`config.mk`:
```
export PLATFORM = sky130hd
export DESIGN_NAME = imem_ctrl_flat
export DESIGN_NICKNAME = d
export VERILOG_FILES = /design/src/rtl/imem_ctrl_pkg.sv /design/src/rtl/imem_ctrl_if.sv /design/src/rtl/imem_fetch_seq.sv /design/src/rtl/imem_ctrl.sv /design/src/flat_wrapper.sv
export SDC_FILE = /design/constraint.sdc
export NUM_CORES = 1
export LEC_CHECK = 0
export CAP_MARGIN = 20
export CORE_UTILIZATION = 40
export CTS_CLUSTER_DIAMETER = 60
export DETAILED_ROUTE_END_ITERATION = 16
export PLACE_DENSITY = 0.73
export RECOVER_POWER = 100
export SETUP_SLACK_MARGIN = 0.4
export SLEW_MARGIN = 10
export SYNTH_ARGS = -nofsm -noshare
export SYNTH_HDL_FRONTEND = slang
export SYNTH_SLANG_ARGS = --single-unit
```
`constraint.sdc`:
```
create_clock -name clk -period 2.25 [get_ports clk]
set_input_delay 0.675 -clock clk [delete_from_list [all_inputs] [get_ports clk]]
set_output_delay 0.675 -clock clk [all_outputs]
set_load 0.01 [all_outputs]
```
`src/rtl/imem_ctrl_pkg.sv`:
```
// Shared definitions for the instruction-memory controller: FSM encoding and default geometry.
package imem_ctrl_pkg;
  localparam int IMEM_ADDR_W = 10;
  localparam int XLEN        = 32;

  typedef enum logic [1:0] {
    ST_LOAD  = 2'd0,
    ST_DRAIN = 2'd1,
    ST_RUN   = 2'd2
  } state_t;
endpackage

```
`src/rtl/imem_ctrl_if.sv`:
```
// Loader link, memory ports and front-end fetch handshake of imem_ctrl in one bundle.
interface imem_ctrl_if #(
  parameter int ADDR_W = imem_ctrl_pkg::IMEM_ADDR_W,
  parameter int DATA_W = imem_ctrl_pkg::XLEN
) ();
  logic              ld_start;
  logic              ld_valid;
  logic              ld_ready;
  logic [7:0]        ld_byte;
  logic              ld_last;
  logic [DATA_W-1:0] mem_data_in;
  logic [ADDR_W-1:0] mem_addr_w;
  logic [ADDR_W-1:0] mem_addr_r;
  logic [DATA_W-1:0] mem_data_out;
  logic              inst_valid;
  logic              inst_ready;
  logic [DATA_W-1:0] inst_data;
  logic [ADDR_W+1:0] inst_pc;
  logic              redirect_valid;
  logic [ADDR_W+1:0] redirect_pc;
  logic              cpu_halt;
  logic [ADDR_W:0]   words_loaded;
  logic              load_err;

  modport slave (
    input  ld_start, ld_valid, ld_byte, ld_last, mem_data_out, inst_ready,
           redirect_valid, redirect_pc,
    output ld_ready, mem_data_in, mem_addr_w, mem_addr_r, inst_valid, inst_data,
           inst_pc, cpu_halt, words_loaded, load_err
  );

  modport master (
    output ld_start, ld_valid, ld_byte, ld_last, mem_data_out, inst_ready,
           redirect_valid, redirect_pc,
    input  ld_ready, mem_data_in, mem_addr_w, mem_addr_r, inst_valid, inst_data,
           inst_pc, cpu_halt, words_loaded, load_err
  );
endinterface

```
`src/rtl/imem_fetch_seq.sv`:
```
// Fetch sequencer: next-PC selection feeding the memory read port, and the PC/valid of the word
// the memory returns one cycle later.
module imem_fetch_seq #(
  parameter int          ADDR_W   = 10,
  parameter int unsigned RESET_PC = 0
) (
  input  logic              clk,
  input  logic              rst_n,
  input  logic              run,
  input  logic              flush,
  input  logic              inst_ready,
  input  logic              redirect_valid,
  input  logic [ADDR_W+1:0] redirect_pc,
  output logic [ADDR_W-1:0] mem_addr_r,
  output logic [ADDR_W+1:0] f_pc,
  output logic              f_valid
);
  localparam int PCW = ADDR_W + 2;
  localparam logic [PCW-1:0] PC0 = PCW'(RESET_PC);

  logic [PCW-1:0] nxt_pc;
  logic [1:0]     unused_pc_lsb;

  assign unused_pc_lsb = redirect_pc[1:0];

  always_comb begin
    nxt_pc = f_pc;
    if (redirect_valid)                nxt_pc = {redirect_pc[PCW-1:2], 2'b00};
    else if (f_valid && !inst_ready)   nxt_pc = f_pc;
    else if (f_valid)                  nxt_pc = f_pc + PCW'(4);
  end

  // The read address is the registered PC outside RUN so the memory port stays quiet.
  assign mem_addr_r = run ? nxt_pc[PCW-1:2] : f_pc[PCW-1:2];

  always_ff @(posedge clk or negedge rst_n) begin
    if (!rst_n) begin
      f_pc    <= PC0;
      f_valid <= 1'b0;
    end else if (!run) begin
      f_pc    <= PC0;
      f_valid <= 1'b0;
    end else if (flush) begin
      f_valid <= 1'b0;
    end else begin
      f_pc    <= nxt_pc;
      f_valid <= 1'b1;
    end
  end
endmodule

```
`src/rtl/imem_ctrl.sv`:
```
// Instruction-memory sequencer: byte-stream boot loader (LOAD), one-cycle write drain (DRAIN),
// then instruction fetch to decode (RUN).
module imem_ctrl
  import imem_ctrl_pkg::*;
#(
  parameter int          ADDR_W    = IMEM_ADDR_W,
  parameter int          DATA_W    = XLEN,
  parameter int unsigned RESET_PC  = 0,
  parameter bit          BOOT_LOAD = 1'b1
) (
  input logic        clk,
  input logic        rst_n,
  imem_ctrl_if.slave bus
);
  localparam int BPW  = DATA_W / 8;
  localparam int BC_W = (BPW > 1) ? $clog2(BPW) : 1;
  localparam state_t RST_ST = BOOT_LOAD ? ST_LOAD : ST_RUN;

  state_t                 state;
  logic                   ld_ready_q, cpu_halt_q, load_err_q;
  logic [BC_W-1:0]        byte_cnt;
  logic [BPW-1:0][7:0]    asm_q, asm_nxt;
  logic [ADDR_W:0]        words_loaded_q;
  logic [ADDR_W-1:0]      mem_addr_w_q;
  logic [DATA_W-1:0]      mem_data_in_q;
  logic                   accept, commit, full, run;
  logic [ADDR_W+1:0]      f_pc;
  logic                   f_valid;

  assign accept = bus.ld_valid & ld_ready_q;
  assign commit = accept & (bus.ld_last | (byte_cnt == BC_W'(BPW - 1)));
  assign full   = words_loaded_q[ADDR_W];
  assign run    = (state == ST_RUN);

  // Lanes above byte_cnt are still zero from the last commit, so a short final word pads with 0.
  always_comb begin
    asm_nxt           = asm_q;
    asm_nxt[byte_cnt] = bus.ld_byte;
  end

  always_ff @(posedge clk or negedge rst_n) begin
    if (!rst_n) begin
      state          <= RST_ST;
      ld_ready_q     <= BOOT_LOAD;
      cpu_halt_q     <= BOOT_LOAD;
      load_err_q     <= 1'b0;
      byte_cnt       <= '0;
      asm_q          <= '0;
      words_loaded_q <= '0;
      mem_addr_w_q   <= '0;
      mem_data_in_q  <= '0;
    end else begin
      case (state)
        ST_LOAD: begin
          if (accept) begin
            if (commit) begin
              asm_q    <= '0;
              byte_cnt <= '0;
              // Past the last word the write pair is frozen, so the memory only rewrites it.
              if (full) begin
                load_err_q <= 1'b1;
              end else begin
                mem_data_in_q  <= asm_nxt;
                mem_addr_w_q   <= words_loaded_q[ADDR_W-1:0];
                words_loaded_q <= words_loaded_q + (ADDR_W + 1)'(1);
              end
            end else begin
              asm_q    <= asm_nxt;
              byte_cnt <= byte_cnt + BC_W'(1);
            end
            if (bus.ld_last) begin
              state      <= ST_DRAIN;
              ld_ready_q <= 1'b0;
            end
          end
        end
        ST_DRAIN: begin
          state      <= ST_RUN;
          cpu_halt_q <= 1'b0;
        end
        ST_RUN: begin
          if (bus.ld_start) begin
            state          <= ST_LOAD;
            ld_ready_q     <= 1'b1;
            cpu_halt_q     <= 1'b1;
            load_err_q     <= 1'b0;
            byte_cnt       <= '0;
            asm_q          <= '0;
            words_loaded_q <= '0;
          end
        end
        default: state <= RST_ST;
      endcase
    end
  end

  imem_fetch_seq #(
    .ADDR_W   (ADDR_W),
    .RESET_PC (RESET_PC)
  ) u_fetch (
    .clk            (clk),
    .rst_n          (rst_n),
    .run            (run),
    .flush          (bus.ld_start),
    .inst_ready     (bus.inst_ready),
    .redirect_valid (bus.redirect_valid),
    .redirect_pc    (bus.redirect_pc),
    .mem_addr_r     (bus.mem_addr_r),
    .f_pc           (f_pc),
    .f_valid        (f_valid)
  );

  assign bus.ld_ready     = ld_ready_q;
  assign bus.cpu_halt     = cpu_halt_q;
  assign bus.load_err     = load_err_q;
  assign bus.words_loaded = words_loaded_q;
  assign bus.mem_addr_w   = mem_addr_w_q;
  assign bus.mem_data_in  = mem_data_in_q;
  assign bus.inst_valid   = f_valid & run;
  assign bus.inst_pc      = f_pc;
  assign bus.inst_data    = bus.mem_data_out;
endmodule

```
`src/flat_wrapper.sv`:
```
// flat-port wrapper written by rule: the top's interface ports become plain ports
module imem_ctrl_flat import imem_ctrl_pkg::*;
#(
  parameter int          ADDR_W    = IMEM_ADDR_W,
  parameter int          DATA_W    = XLEN,
  parameter int unsigned RESET_PC  = 0,
  parameter bit          BOOT_LOAD = 1'b1
)
  (clk, rst_n, bus_ld_start, bus_ld_valid, bus_ld_byte, bus_ld_last, bus_mem_data_out, bus_inst_ready, bus_redirect_valid, bus_redirect_pc, bus_ld_ready, bus_mem_data_in, bus_mem_addr_w, bus_mem_addr_r, bus_inst_valid, bus_inst_data, bus_inst_pc, bus_cpu_halt, bus_words_loaded, bus_load_err);
  imem_ctrl_if #(.ADDR_W(ADDR_W), .DATA_W(DATA_W)) bus_i ();
  input logic clk;
  input logic rst_n;
  input wire logic [$bits(bus_i.ld_start)-1:0] bus_ld_start;
  input wire logic [$bits(bus_i.ld_valid)-1:0] bus_ld_valid;
  input wire logic [$bits(bus_i.ld_byte)-1:0] bus_ld_byte;
  input wire logic [$bits(bus_i.ld_last)-1:0] bus_ld_last;
  input wire logic [$bits(bus_i.mem_data_out)-1:0] bus_mem_data_out;
  input wire logic [$bits(bus_i.inst_ready)-1:0] bus_inst_ready;
  input wire logic [$bits(bus_i.redirect_valid)-1:0] bus_redirect_valid;
  input wire logic [$bits(bus_i.redirect_pc)-1:0] bus_redirect_pc;
  output wire logic [$bits(bus_i.ld_ready)-1:0] bus_ld_ready;
  output wire logic [$bits(bus_i.mem_data_in)-1:0] bus_mem_data_in;
  output wire logic [$bits(bus_i.mem_addr_w)-1:0] bus_mem_addr_w;
  output wire logic [$bits(bus_i.mem_addr_r)-1:0] bus_mem_addr_r;
  output wire logic [$bits(bus_i.inst_valid)-1:0] bus_inst_valid;
  output wire logic [$bits(bus_i.inst_data)-1:0] bus_inst_data;
  output wire logic [$bits(bus_i.inst_pc)-1:0] bus_inst_pc;
  output wire logic [$bits(bus_i.cpu_halt)-1:0] bus_cpu_halt;
  output wire logic [$bits(bus_i.words_loaded)-1:0] bus_words_loaded;
  output wire logic [$bits(bus_i.load_err)-1:0] bus_load_err;
  assign bus_i.ld_start = bus_ld_start;
  assign bus_i.ld_valid = bus_ld_valid;
  assign bus_i.ld_byte = bus_ld_byte;
  assign bus_i.ld_last = bus_ld_last;
  assign bus_i.mem_data_out = bus_mem_data_out;
  assign bus_i.inst_ready = bus_inst_ready;
  assign bus_i.redirect_valid = bus_redirect_valid;
  assign bus_i.redirect_pc = bus_redirect_pc;
  assign bus_ld_ready = bus_i.ld_ready;
  assign bus_mem_data_in = bus_i.mem_data_in;
  assign bus_mem_addr_w = bus_i.mem_addr_w;
  assign bus_mem_addr_r = bus_i.mem_addr_r;
  assign bus_inst_valid = bus_i.inst_valid;
  assign bus_inst_data = bus_i.inst_data;
  assign bus_inst_pc = bus_i.inst_pc;
  assign bus_cpu_halt = bus_i.cpu_halt;
  assign bus_words_loaded = bus_i.words_loaded;
  assign bus_load_err = bus_i.load_err;
  imem_ctrl #(.ADDR_W(ADDR_W), .DATA_W(DATA_W), .RESET_PC(RESET_PC), .BOOT_LOAD(BOOT_LOAD)) u_core (.clk(clk), .rst_n(rst_n), .bus(bus_i));
endmodule
```
==> metrics.md <==
| Metric | Value |
|---|---|
| Crit-path most repeated cell | or4_4 |
| Drt initial violations | 279 |
| Worst r2r dst | u_core.bus.mem_data_in[8]$_DFFE_PN0P_ |
| Worst slew margin | 33.3% |
| Max-cap violations | 0 |
| CTS root buf | clkbuf_16 |
| Detailed Route WL | 13500 um |
| Max-slew violations | 0 |
| Post-synth cell types | 55 |
| Met2 WL | 6720 um |
| Top delay family on crit path | simple AND/OR/NAND/NOR gates |
| TritonCTS buffer count | 9 |
| Fin Clk Skew | 0.00768 ns |
| RSZ-0062 raised after global routing | true |
| Sequential-to-total area share from yosys stat | 50.3% |
| Initial antenna violation count | 2 |
| Detail Placement HPWL | 9230 um |
| Placeable Area | 0.0123 mm^2 |
| 1st-pass router iterations | 5 |
| Htree depth | 3 |
| Share of cells above drive strength 1 | 27.1% |
| GRT Total Usage | 20.5% |
| I/O pin cnt | 170 |
| CP required | 1.57 ns |
| Initial cell density of the core | 41.8% |
| Yosys warns | 0 |
| Power Density | 624 mW/mm^2 |
| Met3 WL | 713 um |
| Hold_ws | 0.474 ns |
| Final Hold Violating Endpoints | 0 |
| Failing checks | setup timing |
| Syn Inst Count | 502 |
| Die Area | 0.0133 mm^2 |
| Count of endpoints failing setup in the final report | 12 |
| Setup slack after layout | -0.474 ns |
| Arrival time worst endpoint | 2.05 ns |
| Clock sinks | 103 |
| Avg WL per Cell | 16.1 um |
| WL met1 | 5930 um |
| Cells along the critical path | nand4_4 > or4_4 > or4_4 > nand3_2 > buf_6 |
| CP Launch Type | register |
| Most used DFF post-synth | dfrtp_1 |
| VDD IR max | 350 uV |
| # DRC | 0 |
| Pre-CTS WS | -1.25 ns |
| Top cell type's share of synthesized area | 49.3% |
| Largest net degree at the start of global routing | 65 |
| Crit Path Class | register to primary output |
| Final Cycle Share | 121% |
| Number of hold buffers added after cts | 0 |
| CP max-delay cell | or4_4 |
| Synth Cell Area | 0.00513 mm^2 |
| CTS tree | done |
| Overflow after GRT | 0 |
| ANT nets after route | 0 |
| Die Ht | 115 um |
| CP Capture Type | primary output |
| Status | finished with violations |
| Layout Nets | 727 |
| Port Buf Inserts | 101 |
| Worst hold endpoint | u_core.bus.mem_data_in[15]$_DFFE_PN0P_ |
| Synth async-reset ratio | 100% |
| HP Class | register to register |
| Clock-pin slew on the worst setup and hold paths | 0.07 ns |
| Worst-margin pin slew | 1.00 ns |
| Vias in the first global route | 4480 |
| Clock Path Buffers | 2 |
| Top cells by area, synth | dfrtp_1, mux2i_1, buf_4, o21ai_0, nand2_1 |
| CP max stage delay | 0.55 ns |
| Vias per inst | 5.25 |
| Cell area after placement | 0.00662 mm^2 |
| Min-Delay Path Depth | 2 |
| Die width | 115 um |
| Placer Congestion | 0.865 |
| First-pass GRT wire length | 21500 um |
| Worst Path Buf+Inv | 1 |
| Top sig layer | met4 |
| Avg Inst Size Synth | 10.2 um^2 |
| Max frequency | 367 MHz |
| # rows | 40 |
| Latest clock arrival within the worst-skew pair | 0.34 ns |
| HP Start | u_core.bus.mem_data_in[15]$_DFFE_PN0P_ |
| Fin area | 0.00718 mm^2 |
| Register-to-register setup slack | 0.10 ns |
| Worst Path Max Fanout | 3 |
| Most frequent cells in the layout | dfrtp_1, buf_4, nand2_1, dlygate4sd2_1, o21ai_0 |
| Synthesis-to-layout area growth | 40.0% |
| Yosys reg bits | 103 |
| EDFF count, synth | 0 |
| Commonest non-fill, non-tap cell in the layout | dfrtp_1 |
| FF-to-FF path depth | 8 |
| Via count | 4393 |
| Final min period | 2.72 ns |
| Critical R2R Launch | u_core.state[0]$_DFFE_PN0P_ |
| Cell taking the most area after synthesis | dfrtp_1 |
| Pleak | 3.58 nW |
==> how the worst max path moves through the flow <==
stage                                        from  cells after the start                 to
2_1_floorplan                      bus_inst_ready                      4  bus_mem_addr_r[9]
3_3_place_gp                       bus_inst_ready                      6  bus_mem_addr_r[9]
3_5_place_dp                       bus_inst_ready                      7  bus_mem_addr_r[8]
4_1_cts        u_core.u_fetch.f_pc[5]$_DFFE_PN0P_                      5  bus_mem_addr_r[9]
5_1_grt        u_core.u_fetch.f_pc[4]$_DFFE_PN0P_                      5  bus_mem_addr_r[9]
6_report       u_core.u_fetch.f_pc[4]$_DFFE_PN0P_                      5  bus_mem_addr_r[9]
==> worst reg2reg max path, cell delays in order (launching register included) <==
cell	delay (ns)
dfrtp_1	0.37
clkbuf_1	0.09
clkbuf_1	0.12
clkbuf_1	0.20
nor3_1	0.41
nand2_2	0.12
clkbuf_4	0.39
nand2_1	0.21
o21ai_0	0.09
==> power breakdown <==
| group | switching [mW] | internal, mW |
|---|---|---|
| registers | 0.101 | 2.01 |
| clock network | 0.683 | 0.759 |
| logic | 0.476 | 0.448 |
| total | 1.26 | 3.22 |
==> timing repair <==
action                                  in CTS  in global routing
endpoints found under the setup margin     121                 91
gates cloned                                 1                  0
pin swaps                                   14                 20
buffers inserted                            21                 14
gates resized for setup                    167                 49
hold endpoints to repair                     0                  0
==> synth_stat cells (all sizes together) (2+ instances only) <==
cell      n
a211o     2
a21oi    14
a22o     25
a22oi     2
a31oi     5
a41oi     2
and2      8
and2b     5
and3      6
and4      5
buf      41
clkbuf   23
dfrtp   101
dfstp     2
ha        6
inv       9
mux2     11
mux2i    35
nand2    61
nand2b    5
nand3     7
nand3b    2
nand4     7
nor2     21
nor2b     4
nor3      6
o211ai    3
o21ai    50
o221a     2
o221ai    2
o22a      3
o41ai     2
or3       3
or4       4
xor2      3
==> flip-flops by register name (all words and copies together) (netlist names) <==
register / flops
u_core.bus.load_err: 1
u_core.u_fetch.f_pc: 10
u_core.u_fetch.f_valid: 1
u_core.bus.cpu_halt: 1
u_core.asm_q: 32
u_core.state: 2
u_core.byte_cnt: 2
u_core.bus.words_loaded: 11
u_core.bus.mem_addr_w: 10
u_core.bus.ld_ready: 1
u_core.bus.mem_data_in: 32
==> kinds of logic (layout without fill, tap and decap cells) <==
group	after synthesis	in the layout	share of synthesized area (%)
xor+xnor	4	4	0.683
other cells	1	4	0.0731
fa+ha+maj	6	6	1.46
buf+inv	73	237	7.95
flops	103	103	50.3
simple gates	146	146	14.2
mux	46	46	9.25
compound gates	123	123	16.0
==> metrics by stage <==
step           setup TNS, ns  cells  power (mW)  utilization (%)
2_1_floorplan         -0.184    503        2.71                -
3_3_place_gp          -12.45    783        3.08             54.0
3_5_place_dp          -14.81    783        3.12             54.0
4_1_cts                -2.99    821        4.53             57.9
5_1_grt                -7.14    837        4.70             58.6
6_report               -2.72    837        4.48             58.6
==> final cells by class <==
| class | instances | area [um^2] |
|---|---|---|
| Tap cell | 168 | 210 |
| Multi-Input combinational cell | 327 | 2390 |
| Antenna cell | 2 | 5.00 |
| Inverter | 9 | 36.3 |
| Fill cell | 1064 | 5080 |
| Sequential cell | 103 | 2580 |
| Clock inverter | 6 | 43.8 |
| Timing Repair Buffer | 212 | 1680 |
| Clock buffer | 10 | 229 |
==> layer usage <==
layer	vias up	global-route usage, %
met2	126	34.7
met1	2174	26.6
met4	0	6.41
met5	-	0
li1	2085	-
met3	8	4.11
No activity file was read; power rests on OpenSTA's default activity.
